--- config.mk ---
export PLATFORM = sky130hd
export DESIGN_NAME = dmem_arbiter
export DESIGN_NICKNAME = d
export VERILOG_FILES = /design/src/rtl/dmem_pkg.sv /design/src/rtl/dmem_arbiter_rr_arb2.sv /design/src/rtl/dmem_arbiter.sv
export SDC_FILE = /design/constraint.sdc
export NUM_CORES = 1
export LEC_CHECK = 0
export BUFFER_PORTS_ARGS = -buffer_cell sky130_fd_sc_hd__buf_4
export CELL_PAD_IN_SITES_DETAIL_PLACEMENT = 0
export CELL_PAD_IN_SITES_GLOBAL_PLACEMENT = 1
export CORE_MARGIN = 1
export CORE_UTILIZATION = 24
export CTS_CLUSTER_SIZE = 20
export DETAILED_ROUTE_END_ITERATION = 10
export PLACE_DENSITY = 0.92
export SETUP_SLACK_MARGIN = 0.3
export SLEW_MARGIN = 20
export SYNTH_ARGS = -nofsm -noshare
export SYNTH_HDL_FRONTEND = slang
export SYNTH_SLANG_ARGS = --single-unit
--- constraint.sdc ---
create_clock -name clk -period 4.5 [get_ports clk]
set_clock_uncertainty 0.2 [all_clocks]
set_input_delay 0.675 -clock clk [delete_from_list [all_inputs] [get_ports clk]]
set_output_delay 0.675 -clock clk [all_outputs]
set_load 0.01 [all_outputs]
--- src/rtl/dmem_pkg.sv ---
// Shared constants and address-legality helper for the data-memory arbiter slice.
package dmem_pkg;

  localparam int DMEM_AW          = 32;
  localparam int DMEM_DW          = 32;
  localparam int DMEM_DEPTH_WORDS = 64;

  localparam logic PORT_CPU = 1'b0;
  localparam logic PORT_DBG = 1'b1;

  // Word aligned and inside the implemented word range; callers zero-extend to 64 bits.
  function automatic logic legal_addr(input logic [63:0] addr, input int depth);
    return (addr[1:0] == 2'b00) && ({2'b00, addr[63:2]} < 64'(depth));
  endfunction

endpackage

--- src/rtl/dmem_arbiter_rr_arb2.sv ---
// Two-requester round-robin grant with a lock override; remembers the last granted port.
module rr_arb2
  import dmem_pkg::*;
(
  input  logic clk,
  input  logic reset,
  input  logic req0,
  input  logic req1,
  input  logic lock_valid,
  input  logic lock_owner,
  output logic gnt0,
  output logic gnt1,
  output logic last_gnt
);

  always_comb begin
    gnt0 = 1'b0;
    gnt1 = 1'b0;
    if (lock_valid && (lock_owner == PORT_CPU) && req0) begin
      gnt0 = 1'b1;
    end else if (lock_valid && (lock_owner == PORT_DBG) && req1) begin
      gnt1 = 1'b1;
    end else if (req0 && req1) begin
      // Contention: the port that did not win last time goes now.
      if (last_gnt == PORT_CPU) gnt1 = 1'b1;
      else                      gnt0 = 1'b1;
    end else begin
      gnt0 = req0;
      gnt1 = req1;
    end
  end

  always_ff @(posedge clk or posedge reset) begin
    if (reset) begin
      last_gnt <= PORT_CPU;
    end else if (gnt0) begin
      last_gnt <= PORT_CPU;
    end else if (gnt1) begin
      last_gnt <= PORT_DBG;
    end
  end

endmodule

--- src/rtl/dmem_arbiter.sv ---
// Shares a single-port data memory between the core LSU (port 0) and the debug/DMA loader (port 1).
// Grants are combinational; read data, response valid and error are registered one cycle later.
module dmem_arbiter
  import dmem_pkg::*;
#(
  parameter int AW          = DMEM_AW,
  parameter int DW          = DMEM_DW,
  parameter int DEPTH_WORDS = DMEM_DEPTH_WORDS,
  parameter int MAX_LOCK    = 8
) (
  input  logic          clk,
  input  logic          reset,
  input  logic          req0,
  input  logic          req1,
  input  logic          we0,
  input  logic          we1,
  input  logic [AW-1:0] addr0,
  input  logic [AW-1:0] addr1,
  input  logic [DW-1:0] wdata0,
  input  logic [DW-1:0] wdata1,
  input  logic          lock0,
  input  logic          lock1,
  output logic          gnt0,
  output logic          gnt1,
  output logic          rvalid0,
  output logic          rvalid1,
  output logic [DW-1:0] rdata,
  output logic          err0,
  output logic          err1,
  output logic          mem_we,
  output logic [AW-1:0] mem_a,
  output logic [DW-1:0] mem_wd,
  input  logic [DW-1:0] mem_rd
);

  localparam int CW = $clog2(MAX_LOCK) + 1;

  logic          lock_owner_valid;
  logic          lock_owner;
  logic [CW-1:0] lock_cnt;
  logic          last_gnt;

  logic          gnt_any;
  logic          gnt_port;
  logic          sel_we;
  logic          sel_lock;
  logic [AW-1:0] sel_addr;
  logic [DW-1:0] sel_wd;
  logic          legal;
  logic [CW:0]   next_cnt;

  rr_arb2 u_arb (
    .clk        (clk),
    .reset      (reset),
    .req0       (req0),
    .req1       (req1),
    .lock_valid (lock_owner_valid),
    .lock_owner (lock_owner),
    .gnt0       (gnt0),
    .gnt1       (gnt1),
    .last_gnt   (last_gnt)
  );

  always_comb begin
    gnt_any  = gnt0 | gnt1;
    gnt_port = gnt1 ? PORT_DBG : PORT_CPU;
    sel_we   = gnt1 ? we1    : we0;
    sel_lock = gnt1 ? lock1  : lock0;
    sel_addr = gnt1 ? addr1  : addr0;
    sel_wd   = gnt1 ? wdata1 : wdata0;
    legal    = legal_addr(64'(sel_addr), DEPTH_WORDS);
    mem_we   = gnt_any & sel_we & legal;
    mem_a    = gnt_any ? sel_addr : '0;
    mem_wd   = gnt_any ? sel_wd   : '0;
    // A grant to a port other than the current owner starts a fresh lock run.
    if (lock_owner_valid && (lock_owner == gnt_port)) next_cnt = {1'b0, lock_cnt} + 1'b1;
    else                                              next_cnt = (CW+1)'(1);
  end

  always_ff @(posedge clk or posedge reset) begin
    if (reset) begin
      lock_owner_valid <= 1'b0;
      lock_owner       <= PORT_CPU;
      lock_cnt         <= '0;
    end else if (gnt_any && sel_lock && (next_cnt < (CW+1)'(MAX_LOCK))) begin
      lock_owner_valid <= 1'b1;
      lock_owner       <= gnt_port;
      lock_cnt         <= next_cnt[CW-1:0];
    end else begin
      lock_owner_valid <= 1'b0;
      lock_cnt         <= '0;
    end
  end

  always_ff @(posedge clk or posedge reset) begin
    if (reset) begin
      rvalid0 <= 1'b0;
      rvalid1 <= 1'b0;
      err0    <= 1'b0;
      err1    <= 1'b0;
      rdata   <= '0;
    end else begin
      rvalid0 <= 1'b0;
      rvalid1 <= 1'b0;
      err0    <= 1'b0;
      err1    <= 1'b0;
      if (gnt_any) begin
        if (gnt_port == PORT_CPU) err0 <= ~legal;
        else                      err1 <= ~legal;
        if (!sel_we) begin
          if (gnt_port == PORT_CPU) rvalid0 <= 1'b1;
          else                      rvalid1 <= 1'b1;
          // Illegal reads never expose memory contents.
          rdata <= legal ? mem_rd : '0;
        end
      end
    end
  end

endmodule
==> qor.yml <==
status: "finished clean"
worst_setup_path_end_kind: "output port"
hold_class: "register to register"
grt_setup_unrepaired: "false"
drive_gt1_frac: 0.430
netlist_area_um2: 2800
grtUsageTotal: 0.178
crit_end: "mem_a[7]"
worst_ep_required_time_ns: 3.62
critical-path-top-delay-family: "buffers and inverters"
max_cap_violations: 0
rr_startpoint: "lock_owner_valid$_DFF_PP0_"
cp_num_buf_inv: 4
dieArea_um2: 12100
rows: 39
synth_edf_count: 0
wire_per_inst_um: 14.3
synth_top_area_share: 0.385
crit_type: "input pin to output port"
cts_tree: "done"
setup_viol: 0
port_buffers: 270
maxSlewViolCount: 0
critPathMaxFanout: 71
fin_util: 0.450
crit_top_cell: "buf_4"
worstPathArrival_ns: 2.51
powerDensity_nw_per_um2: 262
cts_resized: 0
period_needed_ns: 3.39
seq_area_frac_synth: 0.385
post_cts_buffers: 0
worstSetupPathDepth: 7
clockRootBuffer: "clkbuf_16"
diodes: 0
area.sequential_um2: 1080
area_growth_syn_to_layout_pct: 83.0
drt-pass1-iter-count: 6
crit_path_top_delay_cell: "clkinv_2"
final_cell_area_um2: 5110
yosys_warnings: 0
clock_latency_ns: 0.28
antenna_left: 0
cts_max_level: 2
r2r_setup_slack_ns: 1.48
r2r_cells: 6
yosysTopAreaCell: "dfrtp_1"
num_vias: 3818
async_flop_share: 1.00
cp-start-kind: "input pin"
tns_ns: 0
ys_ff_latch: 43
synthCells: 423
clock_sinks: 43
slew-limit-headroom: 0.315
worst_hold_slack_ns: 0.287
r2r_end: "rdata[5]$_DFFE_PP0P_"
critPathMaxStageDelay_ns: 0.74
drc_errors: 0
synth_area_leaders: "dfrtp_1 38%, nand2_1 26%, a21oi_1 11%, o21ai_1 3.4%, nor4_1 2.9%"
antenna_found_initial: 0
crit_start: "req0"
fmax_mhz: 295
path_cells: "buf_4 > inv_2 > o31ai_4 > clkinv_2 > nand2_1 > a21oi_1 > buf_4"
ios: 271
finalCritPeriodShare: 0.753
final_nets: 844
syn_area_per_cell_um2: 6.61
clock_path_buffers: 2
synthFlopType: "dfrtp_1"
dpl_cell_area_um2: 4920
gr-total-overflow: 0
synth_fp_nets: 592
place_congestion: 0.842
cts_hold_buf: 0
p_leak_nw: 2.65
totalWireLength_mm: 11.7
die_w_um: 110
vdd_drop_max_uv: 146
n_fill_cell: 1141
grt_pass1_wl_mm: 17.0
core-area_um2: 11400
worst_slew_pin_slew_ns: 1.03
multiInputGateArea_um2: 1580
finalHoldViolCount: 0
die_y_um: 110
cts_made_buffers: 5
drt_iter0_markers: 243
yosysUniqueCellTypes: 32
cts.clk_slew.worst_paths_ns: 0.06
start_util: 0.246
vias_per_cell: 4.66
grt_max_degree: 72
dpl.hpwl_mm: 9.04
first_global_vias: 3508
cell usage after synthesis, drive strengths merged, types with 2 or more instances:
master,count
a31oi,2
nor3,3
nand2b,2
nor3b,2
inv,5
buf,10
nand4,2
o21ai,32
nand2,192
and3,2
nor4,14
nor2,14
dfrtp,43
clkbuf,20
a21oi,66
nand3,3
stage by stage:
| stage | power, W | instances | setup slack, ns |
|---|---|---|---|
| global route | 0.00141 | 819 | 0.913 |
| global placement | 0.000879 | 811 | 1.18 |
| floorplan | 0.000620 | 423 | 1.81 |
| detailed placement | 0.000885 | 811 | 1.08 |
| CTS | 0.00135 | 819 | 1.17 |
| finish | 0.00134 | 819 | 1.11 |
power breakdown:
part	total, W	switching [W]	internal, W	leakage, nW
Clock	0.000463	0.000145	0.000318	0.0900
Combinational	0.000470	0.000235	0.000236	1.97
Sequential	0.000404	0.00000758	0.000397	0.587
worst min-delay path by stage:
stage                     startpoint                    end  slack [ns]  cells past startpoint
2_1_floorplan  lock_cnt[0]$_DFF_PP0_  lock_cnt[0]$_DFF_PP0_        0.28                      1
3_3_place_gp   rdata[29]$_DFFE_PP0P_  rdata[29]$_DFFE_PP0P_        0.27                      2
3_5_place_dp   rdata[19]$_DFFE_PP0P_  rdata[19]$_DFFE_PP0P_        0.27                      2
4_1_cts        rdata[19]$_DFFE_PP0P_  rdata[19]$_DFFE_PP0P_        0.29                      2
5_1_grt         rdata[9]$_DFFE_PP0P_   rdata[9]$_DFFE_PP0P_        0.32                      2
6_report       rdata[23]$_DFFE_PP0P_  rdata[23]$_DFFE_PP0P_        0.29                      2
worst reg2reg max path, stage by stage, from the launching register on:
cell and delay (ns):
dfrtp_1 0.41, and2_1 0.20, o31ai_4 0.20, clkinv_2 0.74, a21o_1 0.82, nand2_1 0.21, o21ai_0 0.10
cells by family (layout without fill, tap and decap cells):
kind of cell	count (synthesis)	in the layout	share of synthesized area
flip-flops	43	43	0.385
other	1	1	0.00134
AO/OA/AOI/OAI	105	105	0.201
XOR/XNOR	1	1	0.00313
AND/OR/NAND/NOR	236	236	0.349
adder cells (fa/ha/maj)	1	1	0.00448
buffers and inverters	35	288	0.0515
multiplexers	1	1	0.00403
routing by layer:
metal,vias to the layer above,track usage,part of all wire,wire [um]
li1,1899,-,-,-
met5,-,0,0,0
met1,1754,0.232,0.42,4860
met4,0,0.0390,0.0090,105
met2,155,0.305,0.50,5880
met3,10,0.0308,0.072,844
flip-flops by register name (all words and copies together), names as in the netlist:
| signal | flops |
|---|---|
| rdata | 32 |
| lock_cnt | 4 |
| err0 | 1 |
| err1 | 1 |
| lock_owner | 1 |
| lock_owner_valid | 1 |
| rvalid0 | 1 |
| rvalid1 | 1 |
| u_arb.last_gnt | 1 |
layout by cell type, fill, tap and decap left out, drive strengths merged, types with 3 or more instances in the layout:
master  instances
dfrtp          43
a21oi          66
nand2         192
nor4           14
nor3            3
nand3           3
inv             3
clkbuf          5
buf           275
o21ai          32
nor2           14
area by class of cell:
class | instances | share of cell area
flip-flops and latches | 43 | 0.210
inverters | 5 | 0.00391
repair buffers | 275 | 0.404
clock buffers | 5 | 0.0245
clock inverters | 3 | 0.0132
well taps | 143 | 0.0350
multi-input cells | 345 | 0.309
Power figures use the tool's default switching activity.
